[src/rtl/mips_mem_pkg.sv]
// rtl/mips_mem_pkg.sv - shared types and constants for the unified memory arbiter
package mips_mem_pkg;

  typedef enum logic [1:0] {IDLE, ACCESS, RESP} arb_state_t;

  typedef enum logic {GNT_IF, GNT_MEM} grant_t;

  // All-ones lane mask wide enough for any supported data width; users truncate it.
  localparam logic [31:0] BYTE_SEL_ALL = '1;

endpackage

[src/rtl/unified_mem_arbiter_arb_pick.sv]
// rtl/unified_mem_arbiter_arb_pick.sv - combinational winner selection between fetch and load/store
// ARB_RR_EN: ties go to the port not granted last; otherwise MEM has fixed priority.
module arb_pick
  import mips_mem_pkg::*;
(
  input  logic   i_if_req,
  input  logic   i_mem_req,
  input  logic   i_excl_if,
  input  logic   i_excl_mem,
`ifdef ARB_RR_EN
  input  grant_t i_last_gnt,
`endif
  output logic   o_valid,
  output grant_t o_gnt
);

  logic w_if;
  logic w_mem;

  assign w_if  = i_if_req & ~i_excl_if;
  assign w_mem = i_mem_req & ~i_excl_mem;

  always_comb begin
    o_valid = w_if | w_mem;
    o_gnt   = GNT_IF;
    if (w_if && w_mem) begin
`ifdef ARB_RR_EN
      if (i_last_gnt == GNT_IF) begin
        o_gnt = GNT_MEM;
      end else begin
        o_gnt = GNT_IF;
      end
`else
      o_gnt = GNT_MEM;
`endif
    end else if (w_mem) begin
      o_gnt = GNT_MEM;
    end
  end

endmodule

[src/rtl/unified_mem_arbiter.sv]
// rtl/unified_mem_arbiter.sv - shares one single-port sync RAM between instruction fetch and load/store
// ARB_RR_EN: round-robin tie-break in IDLE instead of fixed MEM priority.
module unified_mem_arbiter
  import mips_mem_pkg::*;
#(
  parameter int ADDR_W = 32,
  parameter int DATA_W = 32
) (
  input  logic                i_clk,
  input  logic                i_rst_n,
  input  logic                i_if_req,
  input  logic [ADDR_W-1:0]   i_if_addr,
  output logic [DATA_W-1:0]   o_if_rdata,
  output logic                o_if_valid,
  input  logic                i_mem_req,
  input  logic                i_mem_wen,
  input  logic [ADDR_W-1:0]   i_mem_addr,
  input  logic [DATA_W/8-1:0] i_mem_byte_sel,
  input  logic [DATA_W-1:0]   i_mem_sdata,
  output logic [DATA_W-1:0]   o_mem_ldata,
  output logic                o_mem_valid,
  output logic                o_stall,
  output logic                o_ram_cen,
  output logic                o_ram_wen,
  output logic [ADDR_W-1:0]   o_ram_addr,
  output logic [DATA_W/8-1:0] o_ram_byte_sel,
  output logic [DATA_W-1:0]   o_ram_sdata,
  input  logic [DATA_W-1:0]   i_ram_ldata
);

  localparam int BSEL_W = DATA_W / 8;

  arb_state_t          r_state;
  grant_t              r_gnt;
  logic                r_ram_cen;
  logic                r_ram_wen;
  logic [ADDR_W-1:0]   r_ram_addr;
  logic [BSEL_W-1:0]   r_ram_bsel;
  logic [DATA_W-1:0]   r_ram_sdata;
  logic                r_if_valid;
  logic                r_mem_valid;
  logic [DATA_W-1:0]   r_if_rdata;
  logic [DATA_W-1:0]   r_mem_ldata;

  logic                w_excl_if;
  logic                w_excl_mem;
  logic                w_pick_valid;
  grant_t              w_pick_gnt;
  logic                w_cmd_wen;
  logic [ADDR_W-1:0]   w_cmd_addr;
  logic [BSEL_W-1:0]   w_cmd_bsel;

  // The port completing in RESP still holds REQ for the finished access.
  assign w_excl_if  = (r_state == RESP) && (r_gnt == GNT_IF);
  assign w_excl_mem = (r_state == RESP) && (r_gnt == GNT_MEM);

  arb_pick u_arb_pick (
    .i_if_req   (i_if_req),
    .i_mem_req  (i_mem_req),
    .i_excl_if  (w_excl_if),
    .i_excl_mem (w_excl_mem),
`ifdef ARB_RR_EN
    .i_last_gnt (r_gnt),
`endif
    .o_valid    (w_pick_valid),
    .o_gnt      (w_pick_gnt)
  );

  assign w_cmd_wen  = (w_pick_gnt == GNT_MEM) && i_mem_wen;
  assign w_cmd_addr = (w_pick_gnt == GNT_MEM) ? i_mem_addr : i_if_addr;
  assign w_cmd_bsel = (w_pick_gnt == GNT_MEM) ? i_mem_byte_sel : BSEL_W'(BYTE_SEL_ALL);

  always_ff @(posedge i_clk or negedge i_rst_n) begin
    if (!i_rst_n) begin
      r_state     <= IDLE;
      r_gnt       <= GNT_IF;
      r_ram_cen   <= 1'b0;
      r_ram_wen   <= 1'b0;
      r_ram_addr  <= '0;
      r_ram_bsel  <= '0;
      r_ram_sdata <= '0;
      r_if_valid  <= 1'b0;
      r_mem_valid <= 1'b0;
      r_if_rdata  <= '0;
      r_mem_ldata <= '0;
    end else begin
      r_if_valid  <= 1'b0;
      r_mem_valid <= 1'b0;
      case (r_state)
        IDLE: begin
          if (w_pick_valid) begin
            r_state     <= ACCESS;
            r_gnt       <= w_pick_gnt;
            r_ram_cen   <= 1'b1;
            r_ram_wen   <= w_cmd_wen;
            r_ram_addr  <= w_cmd_addr;
            r_ram_bsel  <= w_cmd_bsel;
            r_ram_sdata <= i_mem_sdata;
          end
        end
        ACCESS: begin
          r_state     <= RESP;
          r_ram_cen   <= 1'b0;
          r_ram_wen   <= 1'b0;
          r_if_valid  <= (r_gnt == GNT_IF);
          r_mem_valid <= (r_gnt == GNT_MEM);
        end
        RESP: begin
          if (r_gnt == GNT_IF) begin
            r_if_rdata <= i_ram_ldata;
          end else begin
            r_mem_ldata <= i_ram_ldata;
          end
          if (w_pick_valid) begin
            r_state     <= ACCESS;
            r_gnt       <= w_pick_gnt;
            r_ram_cen   <= 1'b1;
            r_ram_wen   <= w_cmd_wen;
            r_ram_addr  <= w_cmd_addr;
            r_ram_bsel  <= w_cmd_bsel;
            r_ram_sdata <= i_mem_sdata;
          end else begin
            r_state <= IDLE;
          end
        end
        default: r_state <= IDLE;
      endcase
    end
  end

  // Read data is on the RAM bus during the VALID cycle; the register holds it afterwards.
  assign o_if_rdata     = r_if_valid  ? i_ram_ldata : r_if_rdata;
  assign o_mem_ldata    = r_mem_valid ? i_ram_ldata : r_mem_ldata;
  assign o_if_valid     = r_if_valid;
  assign o_mem_valid    = r_mem_valid;
  assign o_stall        = (i_if_req & ~r_if_valid) | (i_mem_req & ~r_mem_valid);
  assign o_ram_cen      = r_ram_cen;
  assign o_ram_wen      = r_ram_wen;
  assign o_ram_addr     = r_ram_addr;
  assign o_ram_byte_sel = r_ram_bsel;
  assign o_ram_sdata    = r_ram_sdata;

endmodule

[config.mk]
export PLATFORM = sky130hd
export DESIGN_NAME = unified_mem_arbiter
export DESIGN_NICKNAME = d
export VERILOG_FILES = /design/src/rtl/mips_mem_pkg.sv /design/src/rtl/unified_mem_arbiter_arb_pick.sv /design/src/rtl/unified_mem_arbiter.sv
export SDC_FILE = /design/constraint.sdc
export NUM_CORES = 1
export LEC_CHECK = 0
export ABC_CLOCK_PERIOD_IN_PS = 3700
export CAP_MARGIN = 20
export CORE_MARGIN = 10
export CORE_UTILIZATION = 36
export DETAILED_ROUTE_END_ITERATION = 16
export PLACE_DENSITY_LB_ADDON = 0.1
export SETUP_SLACK_MARGIN = 0.3
export SLEW_MARGIN = 20
export SYNTH_ARGS = -nofsm -noshare
export SYNTH_HDL_FRONTEND = slang
export SYNTH_SLANG_ARGS = --single-unit
[constraint.sdc]
create_clock -name i_clk -period 3.7 [get_ports i_clk]
set_input_delay 0.74 -clock i_clk [delete_from_list [all_inputs] [get_ports i_clk]]
set_output_delay 0.74 -clock i_clk [all_outputs]
set_load 0.05 [all_outputs]
### Yosys cells after proc, flatten, opt, wreduce, memory -nomap -nowiden

Index checks and enable logic that the tools add are counted.

* input port bits: 137
* flip-flop bits (word level): 139
* word-level logic and storage cells: 52

* equality and inequality tests: 4
* multiplexer cells: 15
* bitwise operators: 11
* reduce and logical (&&, ||, !) cells: 11

Operator list (number)
* $mux W32: 3
* $reduce_and A2 Y1: 4
* $mux W1: 7
* $pmux W2 S3: 1
* $not A1 Y1: 5
* $and A1 B1 Y1: 4
* $logic_and A1 B1 Y1: 4
* $mux W4: 1
* $ne A2 B1 Y1 const B: 2
* $pmux W1 S2: 2
* $eq A2 B1 Y1 const B: 1
* $eq A2 B2 Y1 const B: 1
* $logic_not A2 Y1: 1
* $mux W2: 1
* $or A1 B1 Y1: 2
* $reduce_bool A2 Y1: 1
* $reduce_or A2 Y1: 1

### Longest topological paths before layout

* depth after elaboration: 9
* mapped depth: 5
* mapped depth without buffers: 4

### By module

A second synthesis with hierarchy kept.

* cells, all modules: 418
* area, all modules: 6422.4 µm²

Modules (own cells, without submodules)
* unified_mem_arbiter: cells an instance 415, area an instance 6397.4 µm², instances 1
* arb_pick: cells an instance 3, area an instance 25.0 µm², instances 1

### Worst setup path before layout

No wires, ideal clock.

* path kind: reg2out
* from: reg r_mem_valid (netlist: o_mem_valid)
* to: out o_stall
* path slack: 1138 ps
* arrival: 1822 ps
* cell stages (with the launch flop): 4
* cells stage by stage: dfrtp_1 clkbuf_1 clkbuf_1 o22ai_1

* longest elaborated chain between the ends: 3

RTL lines
* start: declaration: RTL line unified_mem_arbiter.sv:41 `logic r_mem_valid;`
* start signal: assignment: RTL line unified_mem_arbiter.sv:106 `r_mem_valid <= (r_gnt == GNT_MEM);`
* $not A1 Y1: RTL line unified_mem_arbiter.sv:136 `assign o_stall = (i_if_req & ~r_if_valid) | (i_mem_req & ~r_mem_valid);`
* $and A1 B1 Y1: RTL line unified_mem_arbiter.sv:136
* $or A1 B1 Y1: RTL line unified_mem_arbiter.sv:136
* end: declaration: RTL line unified_mem_arbiter.sv:22 `output logic o_stall,`

No other way between the ends.

### Worst setup path after layout

* from: in i_ram_ldata[1]
* to: out o_mem_ldata[1]

* longest elaborated chain between the ends: 1

RTL lines
* start: declaration: RTL line unified_mem_arbiter.sv:28 `input logic [DATA_W-1:0] i_ram_ldata`
* $mux W32: RTL line unified_mem_arbiter.sv:133 `assign o_mem_ldata = r_mem_valid ? i_ram_ldata : r_mem_ldata;`
* end: declaration: RTL line unified_mem_arbiter.sv:20 `output logic [DATA_W-1:0] o_mem_ldata,`

No other way between the ends.

==> results by group <==
Yosys
  • Synth cell types: 17
  • Count leader, synth: mux2_2
  • Cell accounting for the most synthesized area: dfrtp_1
  • Mapped Nets: 550
  • Synth Warn #: 0
  • Post-synth EDFFs: 0
  • Yosys reg bits: 139
  • Top post-synthesis cells by area: dfrtp_1, mux2_2, mux2_1, buf_2, o22a_1
  • Synth top area share: 55.5%
  • Mapped Avg Cell Area: 15.2 sq um
  • Synth Instances: 413
  • Commonest cells in the netlist: mux2_2, dfrtp_1, mux2_1
  • Post-synthesis async set-or-reset flop share: 100%
  • Top FF cell, synth: dfrtp_1
  • Sequential share of the synthesized area: 55.5%
  • Synthesized cell area: 6270 sq um

STA
  • Final setup fails: 0
  • Fin crit share: 81.5%
  • Slew HR: 28.9%
  • Setup TNS: 0 ns
  • Final hold violations: 0
  • Final min period: 3.01 ns
  • Final Max Tran Viols: 0
  • Tightest Pin Transition: 1.06 ns
  • Final WS setup: 0.685 ns
  • RSZ-0062 raised after global routing: no
  • F_max: 332 MHz
  • Setup Skew: 0.00584 ns

Setup path
  • CP Max Fanout: 4
  • CP peak stage delay: 0.85 ns
  • CP required: 2.96 ns
  • Delay-heaviest family, CP: buffers and inverters
  • Crit. path cell count: 3
  • CP max stage cell: clkdlybuf4s50_1
  • Crit-path most repeated cell: clkdlybuf4s50_1
  • Worst EP arrival: 2.27 ns
  • CP Launch Point: i_ram_ldata[1]
  • Startpoint types: primary input
  • Critical-path cell list: clkdlybuf4s50_1 > mux2_2 > clkdlybuf4s50_1
  • Crit. End Element: output pin
  • Launch point of the worst reg-to-reg path: r_gnt
  • CP bufs+invs: 2
  • Reg2Reg Depth: 4
  • WS Path Type: primary input to output pin

Global route
  • Gr ovfl total: 0
  • First-pass GRT wire length: 30.2 mm
  • Vias in the first global route: 5135
  • Total track usage: 16.5%
  • Largest net degree at the start of global routing: 80
  • Antenna violations before repair: 1

Clock network
  • CTS tree: yes
  • Clk_lat worst skew: 0.41 ns
  • Post_cts resized: 0
  • Clock-pin transition on the worst setup and hold timing paths: 0.06 ns
  • Total CTS buffers: 17
  • CTS Sinks: 139
  • Hold-fix buffers at CTS: 0
  • Setup Fix Bufs, Post-CTS: 0
  • Clock tree buffer depth: 2
  • CTS root buffer: clkbuf_16
  • Level count of the clock H-tree: 4

Detailed routing
  • Via count: 4416
  • Via-to-Cell Ratio: 4.76
  • 1st-iter DRT viols: 60
  • DR WL/cell: 20.6 um
  • Detailed Route WL: 19.1 mm
  • # DRC: 0
  • Post-route ant nets: 0
  • TritonRoute pass-1 iters: 4

Status
  • Status: finished, final reports clean

Placed design
  • Setup WS pre-CTS: 0.683 ns
  • GPL Wtd Cong: 0.744
  • HPWL after DPL: 14.2 mm
  • IO buf count: 273

Die
  • Starting Density: 36.5%
  • Ports: 274
  • Core ar.: 17200 sq um
  • Die width: 152 um
  • Rows: 48
  • Die Y-Extent: 152 um
  • Die area: 23100 sq um

Final layout
  • Nets@finish: 826
  • Area grow syn2layout: 56.7%
  • Util after Layout: 57.2%
  • Fillers: 1432
  • Share of cells above drive strength 1: 32.7%

Run
  • Max Cap Viol: 0

Worst hold path
  • HP Class: primary input to asynchronous set/reset pin
==> metrics by stage <==
| step | cell area (sq um) | hold WS (ns) | instances |
|---|---|---|---|
| 6_report | 9820 | 0.381 | 927 |
| 3_3_place_gp | 9260 | 0.465 | 895 |
| 4_1_cts | 9820 | 0.402 | 926 |
| 3_5_place_dp | 9260 | 0.471 | 895 |
| 5_1_grt | 9820 | 0.431 | 927 |
| 2_1_floorplan | 6270 | 0.439 | 413 |
==> path summary, 6_finish.rpt <==
check | to | slack [ns]
max in group asynchronous | o_ram_sdata[29] | 2.48
hold / removal | o_ram_addr[12] | 0.38
hold reg to reg | o_if_valid | 0.48
min in group i_clk | o_if_valid | 0.48
setup reg to reg | o_ram_addr[2] | 1.45
setup / recovery | o_mem_ldata[1] | 0.69
==> routing by layer <==
metal,track usage [%],vias up,wire [um]
li1,-,2037,-
met1,18.3,2189,7570
met2,27.2,174,9480
met3,7.85,16,1850
met4,5.36,0,223
met5,0,-,0
==> worst register-to-register path, cell delays in order (launching register included) <==
cell     delay [ns]
dfrtp_1        0.38
nand2_1        0.17
o21ai_4        0.85
mux2_2         0.47
mux2_2         0.26
==> kinds of logic (layout without fill, tap and decap cells) <==
group / count (synthesis) / count (layout) / share of synthesized area [%]
other: 0 / 1 / 0
multiplexers: 224 / 224 / 40.3
AO/OA/AOI/OAI: 10 / 10 / 1.18
AND/OR/NAND/NOR: 11 / 11 / 0.999
buffers and inverters: 29 / 317 / 2.06
flip-flops: 139 / 139 / 55.5
==> sequential cells by signal (all words and copies together) (netlist names) <==
name and count:
o_if_valid 1, o_mem_valid 1, o_ram_addr 32, o_ram_byte_sel 4
o_ram_cen 1, o_ram_sdata 32, o_ram_wen 1, r_gnt 1
r_if_rdata 32, r_mem_ldata 32, r_state 2
==> final cells by class <==
type	count	area, sq um	share of cell area [%]
clock inverters	7	65.1	0.663
flip-flops and latches	139	3480	35.4
clock buffers	24	492	5.01
diodes	1	2.50	0.0255
multi-input cells	245	2680	27.3
repair buffers	281	2800	28.5
well taps	225	282	2.87
inverters	5	18.8	0.191
==> cells in the final DEF (no fill, tap or decap), drive strengths merged <==
cell           Yosys  final
o22ai              2      2
buf               16     11
diode              0      1
nand2b             2      2
inv                5      5
clkinvlp           0      2
mux2             224    224
nor2               5      5
nand3b             1      1
nand2              2      2
o21ai              2      2
a21o               1      1
clkinv             0      4
o22a               4      4
bufinv             0      1
nor3               1      1
clkbuf             8     24
clkdlybuf4s50      0    270
dfrtp            139    139
a21oi              1      1
Power is not shown: default switching activity piles up to over one toggle a cycle in this logic, so the estimate is an artifact.
